[src/rtl/noc_request_agent.sv]
// Per-agent input FIFOs feeding a single output register through an external arbiter.
// Tracks per-agent wait time for starvation flagging and latches grant protocol errors.
module noc_request_agent #(
  parameter int unsigned NUM_AGENTS   = 4,
  parameter int unsigned DATA_W       = 32,
  parameter int unsigned FIFO_DEPTH   = 4,
  parameter int unsigned STARV_THRESH = 3
) (
  input  logic                          clk,
  input  logic                          rst,
  input  logic [NUM_AGENTS-1:0]         in_valid,
  input  logic [NUM_AGENTS*DATA_W-1:0]  in_data,
  output logic [NUM_AGENTS-1:0]         in_ready,
  output logic [NUM_AGENTS-1:0]         request,
  input  logic [NUM_AGENTS-1:0]         grant,
  output logic                          out_valid,
  output logic [DATA_W-1:0]             out_data,
  output logic [$clog2(NUM_AGENTS)-1:0] out_src,
  input  logic                          out_ready,
  output logic [NUM_AGENTS-1:0]         starve,
  output logic                          grant_err
);

  localparam int unsigned SrcW = $clog2(NUM_AGENTS);
  localparam int unsigned PtrW = $clog2(FIFO_DEPTH);
  localparam int unsigned CntW = PtrW + 1;

  logic [DATA_W-1:0] mem_q   [NUM_AGENTS][FIFO_DEPTH];
  logic [PtrW-1:0]   wr_ptr_q [NUM_AGENTS];
  logic [PtrW-1:0]   wr_ptr_d [NUM_AGENTS];
  logic [PtrW-1:0]   rd_ptr_q [NUM_AGENTS];
  logic [PtrW-1:0]   rd_ptr_d [NUM_AGENTS];
  logic [CntW-1:0]   cnt_q    [NUM_AGENTS];
  logic [CntW-1:0]   cnt_d    [NUM_AGENTS];
  logic [3:0]        wcnt_q   [NUM_AGENTS];
  logic [3:0]        wcnt_d   [NUM_AGENTS];

  logic [NUM_AGENTS-1:0] starve_q, starve_d;
  logic                  out_valid_q, out_valid_d;
  logic [DATA_W-1:0]     out_data_q, out_data_d;
  logic [SrcW-1:0]       out_src_q, out_src_d;
  logic                  grant_err_q, grant_err_d;

  logic                  out_free;
  logic [NUM_AGENTS-1:0] push;
  logic [NUM_AGENTS-1:0] accept;
  logic                  acc_found;
  logic [SrcW-1:0]       acc_src;
  logic [DATA_W-1:0]     acc_data;
  logic                  multi_grant;
  logic                  bad_grant;

  // Handshakes use registered occupancy only, so a same-cycle pop never frees a slot.
  always_comb begin
    out_free  = !out_valid_q || out_ready;
    in_ready  = '0;
    request   = '0;
    push      = '0;
    accept    = '0;
    acc_found = 1'b0;
    acc_src   = '0;
    acc_data  = '0;
    for (int i = 0; i < NUM_AGENTS; i++) begin
      in_ready[i] = !rst && (cnt_q[i] != CntW'(FIFO_DEPTH));
      request[i]  = !rst && (cnt_q[i] != '0) && out_free;
      push[i]     = in_valid[i] && in_ready[i];
    end
    // Lowest-index granted requester wins if the arbiter sends more than one bit.
    for (int i = 0; i < NUM_AGENTS; i++) begin
      if (!acc_found && grant[i] && request[i]) begin
        accept[i] = 1'b1;
        acc_found = 1'b1;
        acc_src   = SrcW'(i);
        acc_data  = mem_q[i][rd_ptr_q[i]];
      end
    end
    multi_grant = (grant & (grant - 1'b1)) != '0;
    bad_grant   = |(grant & ~request);
  end

  always_comb begin
    wr_ptr_d    = wr_ptr_q;
    rd_ptr_d    = rd_ptr_q;
    cnt_d       = cnt_q;
    wcnt_d      = wcnt_q;
    starve_d    = '0;
    out_valid_d = out_valid_q;
    out_data_d  = out_data_q;
    out_src_d   = out_src_q;
    grant_err_d = grant_err_q || multi_grant || bad_grant;
    for (int i = 0; i < NUM_AGENTS; i++) begin
      if (push[i]) begin
        wr_ptr_d[i] = wr_ptr_q[i] + 1'b1;
      end
      if (accept[i]) begin
        rd_ptr_d[i] = rd_ptr_q[i] + 1'b1;
      end
      if (push[i] && !accept[i]) begin
        cnt_d[i] = cnt_q[i] + 1'b1;
      end else if (!push[i] && accept[i]) begin
        cnt_d[i] = cnt_q[i] - 1'b1;
      end
      // Counter only advances while actually requesting; a stalled output freezes it.
      if (accept[i] || (cnt_q[i] == '0)) begin
        wcnt_d[i] = '0;
      end else if (request[i] && (wcnt_q[i] != 4'hF)) begin
        wcnt_d[i] = wcnt_q[i] + 1'b1;
      end
      starve_d[i] = wcnt_d[i] >= 4'(STARV_THRESH);
    end
    if (acc_found) begin
      out_valid_d = 1'b1;
      out_data_d  = acc_data;
      out_src_d   = acc_src;
    end else if (out_ready) begin
      out_valid_d = 1'b0;
    end
  end

  always_ff @(posedge clk) begin
    if (rst) begin
      for (int i = 0; i < NUM_AGENTS; i++) begin
        wr_ptr_q[i] <= '0;
        rd_ptr_q[i] <= '0;
        cnt_q[i]    <= '0;
        wcnt_q[i]   <= '0;
      end
      starve_q    <= '0;
      out_valid_q <= 1'b0;
      out_data_q  <= '0;
      out_src_q   <= '0;
      grant_err_q <= 1'b0;
    end else begin
      wr_ptr_q    <= wr_ptr_d;
      rd_ptr_q    <= rd_ptr_d;
      cnt_q       <= cnt_d;
      wcnt_q      <= wcnt_d;
      starve_q    <= starve_d;
      out_valid_q <= out_valid_d;
      out_data_q  <= out_data_d;
      out_src_q   <= out_src_d;
      grant_err_q <= grant_err_d;
    end
  end

  // Storage needs no reset; occupancy counters define which entries are live.
  always_ff @(posedge clk) begin
    for (int i = 0; i < NUM_AGENTS; i++) begin
      if (push[i]) begin
        mem_q[i][wr_ptr_q[i]] <= in_data[i*DATA_W +: DATA_W];
      end
    end
  end

  assign out_valid = out_valid_q;
  assign out_data  = out_data_q;
  assign out_src   = out_src_q;
  assign starve    = starve_q;
  assign grant_err = grant_err_q;

endmodule

[config.mk]
export PLATFORM = sky130hd
export DESIGN_NAME = noc_request_agent
export DESIGN_NICKNAME = d
export VERILOG_FILES = /design/src/rtl/noc_request_agent.sv
export SDC_FILE = /design/constraint.sdc
export NUM_CORES = 1
export LEC_CHECK = 0
export CAP_MARGIN = 20
export CORE_AREA = 4 4 210 212
export DETAILED_ROUTE_END_ITERATION = 12
export DIE_AREA = 0 0 214 216
export GPL_TIMING_DRIVEN = 0
export PLACE_DENSITY = 0.88
export SKIP_CTS_REPAIR_TIMING = 1
export SLEW_MARGIN = 20
export SYNTH_ARGS = -nofsm -noshare
export SYNTH_HDL_FRONTEND = slang
export SYNTH_SLANG_ARGS = --single-unit
[constraint.sdc]
create_clock -name clk -period 3.3 [get_ports clk]
set_input_delay 0.66 -clock clk [delete_from_list [all_inputs] [get_ports clk]]
set_output_delay 0.66 -clock clk [all_outputs]
set_load 0.005 [all_outputs]
After elaboration in Yosys (flattened, before gate mapping)

Memories as Yosys holds them, arrays and structs flattened.
Cells that the tools add are included.
Widths: inputs -> output; s select.

Word-level logic and storage cells: 211
Memories kept: 1
Memory bits (writable): 512
Input port bits: 139
Register bits after elaboration: 84

Memories:

| memory | words | width | read ports | clocked after memory_dff | wr ports | line | text |
|---|---|---|---|---|---|---|---|
| mem_q  | 4     | 128   | 4          | 0                        | 4        | 28   | `logic [DATA_W-1:0] mem_q [NUM_AGENTS][FIFO_DEPTH];` |

Reductions and logical operators: 73
Eq/ne operators: 8
Muxes and demuxes: 60
Bitwise gates (word level): 11
Add/sub/neg operators: 21
Order comparisons: 16

Operators with widths:

| cell                | count |
|---|---|
| $mux 128            | 4 |
| $mux 32             | 16 |
| $bmux 32 s2         | 4 |
| $demux 32 s2        | 4 |
| $logic_and 1x1->1   | 39 |
| $mux 4              | 8 |
| $ge 3x3->1 const B  | 8 |
| $mux 3              | 8 |
| $not 2->3           | 8 |
| $add 2x1->2 const B | 8 |
| $add 4x1->4 const B | 4 |
| $ge 4x2->1 const B  | 4 |
| $ne 4x4->1 const B  | 4 |
| $mux 1              | 14 |
| $add 3x1->3 const B | 4 |
| $logic_not 1->1     | 12 |
| $logic_not 3->1     | 4 |
| $lt 3x1->1 const B  | 4 |
| $ne 3x3->1 const B  | 4 |
| $reduce_bool 3->1   | 4 |
| $sub 3x1->3 const B | 4 |
| $reduce_bool 2->1   | 5 |
| $and 4x4->4         | 2 |
| $logic_or 1x1->1    | 7 |
| 5 further kinds     | 6 |

Longest topological paths before layout

Depth in word-level cells: 20
Mapped depth: 12

Least setup slack after synthesis

No wires, ideal clock.

Path kind: input to register
Start: in out_ready
End: reg cnt_q[5] (netlist bit)
Cell stages on the path: 11
Data arrival time: 2.847 ns
Buffers on the path: 2
Setup slack: 0.383 ns
Cells stage by stage: nor2b_1 > buf_2 > or4b_4 > nand3_1 > buf_2 > ha_1 > inv_1 > fa_1 > xor2_1 > or3_1 > a21oi_1

Cells in the longest elaborated chain, start to end: 15
Elaborated cells on any way between the ends: 19
Classes of those cells: 4 x mux; 15 x reduce/logical

Ends and longest elaborated chain:

| item                                        | line | text |
|---|---|---|
| start: declaration                          | 19   | `input logic out_ready,` |
| $logic_or 1x1->1 (*)                        | 55   | `out_free = !out_valid_q \|\| out_ready;` |
| $logic_and 1x1->1                           | 65   | `request[i] = !rst && (cnt_q[i] != '0) && out_free;` |
| $logic_and 1x1->1                           | 70   | `if (!acc_found && grant[i] && request[i]) begin` |
| $mux 1                                      | 70   |  |
| $logic_not 1->1                             | 70   |  |
| $logic_and 1x1->1 (2 in series)             | 70   |  |
| $mux 1                                      | 70   |  |
| $logic_not 1->1                             | 70   |  |
| $logic_and 1x1->1                           | 70   |  |
| $logic_and 1x1->1 (*)                       | 70   |  |
| $mux 1 (*)                                  | 70   |  |
| $logic_not 1->1                             | 98   | `if (push[i] && !accept[i]) begin` |
| $logic_and 1x1->1                           | 98   |  |
| $mux 3 or $reduce_bool 2->1 (tied branches) | -    |  |
| end signal: assignment                      | 136  | `cnt_q <= cnt_d;` |
| end: declaration                            | 33   | `logic [CntW-1:0] cnt_q [NUM_AGENTS];` |

Every way passes the cells marked *; elsewhere a longest branch is shown, timed or not.
A chain may end at the register's enable or synchronous reset.

Worst setup path in the final report

Start: in out_ready
End: out request[1]

Cells in the longest elaborated chain, start to end: 2

Ends and longest elaborated chain:

| item              | line | text |
|---|---|---|
| $logic_or 1x1->1  | 55   |  |
| $logic_and 1x1->1 | 65   |  |
| end: declaration  | 14   | `output logic [NUM_AGENTS-1:0] request,` |

No other way between the ends.

==> impl_metrics.yaml <==
status:
  status: "completed"
setup_path:
  path_common_cell: "clkdlybuf4s50_1"
  crit_path_end_kind: "output pin"
  critPathSlowestCell: "clkdlybuf4s50_1"
  start_kind: "input port"
  slowest_delay_ps: 510
  crit_type: "input port to output pin"
  crit_path_cell_trace: "clkdlybuf4s50_1 > nor2b_1 > buf_2 > or3_1 > clkbuf_1 > inv_1 > clkdlybuf4s50_1"
  required_ps: 2640
  arrival_ps: 2570
  crit_fanout: 8
finish:
  drive_gt1_frac: 0.183
  fillerInstances: 2594
  final_area_mm2: 0.0279
  nets: 1674
  area_delta_synth_final_pct: 20.8
pwr:
  power_density_mw_per_mm2: 702
  p_leak_nw: 9.08
  peakVddDrop_uv: 478
grt:
  antenna_found_initial: 16
  overflow: 0
  grt_pass1_wl_mm: 85.3
  grt_max_degree: 26
  grt_pass1_vias: 13455
  grt_use_total: 0.247
routing:
  ant_nets: 0
  first_pass_iters: 6
  viasPerCell: 6.27
  routed_wl_mm: 58.3
  drc: 0
  vias: 13196
  dr.first_iter.drc_count: 1743
  wire_per_inst_um: 27.7
timing:
  rsz0062_at_grt: "true"
  setup_violations: 0
  period_share: 0.980
  slew_headroom: 0.454
  worst_slack_ps: 66.6
  finalHoldViolCount: 0
  max_freq_ghz: 0.309
  maxSlewViolCount: 0
  post-route-min-period_ps: 3230
  setup_tns_ps: 0
  max_slew.worst_pin.slew_ps: 820
  fin_skew_ps: 15.9
floorplan:
  die_area_mm2: 0.0462
  start_util: 0.551
  core-area_mm2: 0.0419
  die_y_um: 216
  ioPinCount: 187
  std_cell_rows: 75
  die_w_um: 214
cts:
  cts_made_buffers: 56
  clockBufferDepth: 3
  clock-root-buffer: "clkbuf_16"
  insertion_delay_ps: 600
  clk_pin_slew_ps: 60
  htreeDepth: 2
  tritoncts: "built"
  cts_sinks: 596
synth:
  synthCells: 1246
  syn_area_mm2: 0.0231
  ys.flop_type: "edfxtp_1"
  synth_top_cell_area_share: 0.665
  synth_top_cell_by_area: "edfxtp_1"
  yosys.cell_count.top_type: "edfxtp_1"
  synth_area_per_cell_um2: 18.5
  synth_nets: 1413
  yosys-top-cells-area: "edfxtp_1 (67%), mux4_2 (12%), dfxtp_1 (7.3%)"
  ys_top_cells_by_count: "edfxtp_1 (512), mux4_2 (128), dfxtp_1 (84), nor2_1 (66), inv_1 (51)"
  synth-edff-count: 512
  synth.ff_latch_count: 596
  ys_types: 54
  async_reset_ff_frac: 0
  ys_seq_area_frac: 0.738
  yosys_warnings: 0
placement:
  dpl.hpwl_mm: 39.2
  io_buffers: 186
  gp_congestion: 0.825
  preCtsSetupSlack_ps: -536
  post_dp_cell_area_mm2: 0.0260
worst_hold_path:
  min_path_type: "register to register"
flow_run:
  max_cap_violations: 0
state kept, by name (all words and copies together) (netlist names):
register,flops
rd_ptr_q,8
out_data,32
wr_ptr_q,8
wcnt_q,16
out_valid,1
mem_q,512
cnt_q,12
starve,4
out_src,2
grant_err,1
layer usage:
metal / share of wire / track usage
met5: 0.0017 / 0
met4: 0.045 / 0.107
met3: 0.11 / 0.0653
met2: 0.49 / 0.408
met1: 0.35 / 0.314
per-stage QoR:
stage	power, W	util	std cells	hold WS [ps]
6_report	0.0196	0.665	2104	540
5_1_grt	0.0203	0.665	2098	572
4_1_cts	0.0196	0.664	2092	524
3_5_place_dp	0.0132	0.621	1987	502
3_3_place_gp	0.0129	0.611	1971	484
2_1_floorplan	0.0115	-	1246	472
where the power goes:
part	internal [W]	switching, W	total, W	leakage, nW
Combinational	0.00192	0.00203	0.00395	2.84
Sequential	0.00881	0.000405	0.00922	5.34
Clock	0.00370	0.00273	0.00642	0.897
area by class of cell:
type,instances,area (um2),area share
Antenna cell,11,27.5,0.000986
Buffer,67,327,0.0117
Inverter,52,195,0.00699
Timing Repair Buffer,203,2240,0.0802
Sequential cell,596,17100,0.611
Clock inverter,21,215,0.00771
Tap cell,539,674,0.0242
Multi-Input combinational cell,531,5560,0.199
Clock buffer,84,1620,0.0580
cell families (layout without fill, tap and decap cells):
logic type	Yosys count	in the layout	share of synthesized area
DFF	596	596	0.738
and+or+nand+nor	208	208	0.0447
muxes	137	137	0.129
AOI/OAI and AO/OA	134	134	0.0405
buffers and inverters	119	427	0.0225
adders and majority gates	28	28	0.0165
xor gates and xnor gates	24	24	0.00910
other	0	11	0
critical path, delay by kind of cell:
| kind | cells | cell delay [ps] |
|---|---|---|
| buf+inv | 5 | 1490 |
| simple gates | 2 | 410 |
layout by cell type, fill, tap and decap left out, types with 29 or more instances in the layout:
cell,count
clkbuf_1,56
clkbuf_16,57
clkdlybuf4s50_1,185
dfxtp_1,84
edfxtp_1,512
inv_1,51
mux4_2,128
nand2_1,45
nor2_1,66
nor3_1,37
o22ai_1,29
worst paths after layout:
check                         startpoint               endpoint  cells after the start  slack, ps
hold / removal     cnt_q[8]$_SDFFE_PP0P_  cnt_q[8]$_SDFFE_PP0P_                      2        540
hold reg to reg    cnt_q[8]$_SDFFE_PP0P_  cnt_q[8]$_SDFFE_PP0P_                      2        540
setup / recovery               out_ready             request[1]                      7         70
setup reg to reg  out_valid$_SDFFE_PP0P_  cnt_q[8]$_SDFFE_PP0P_                     12        280
(Power assumes the default switching activity.)
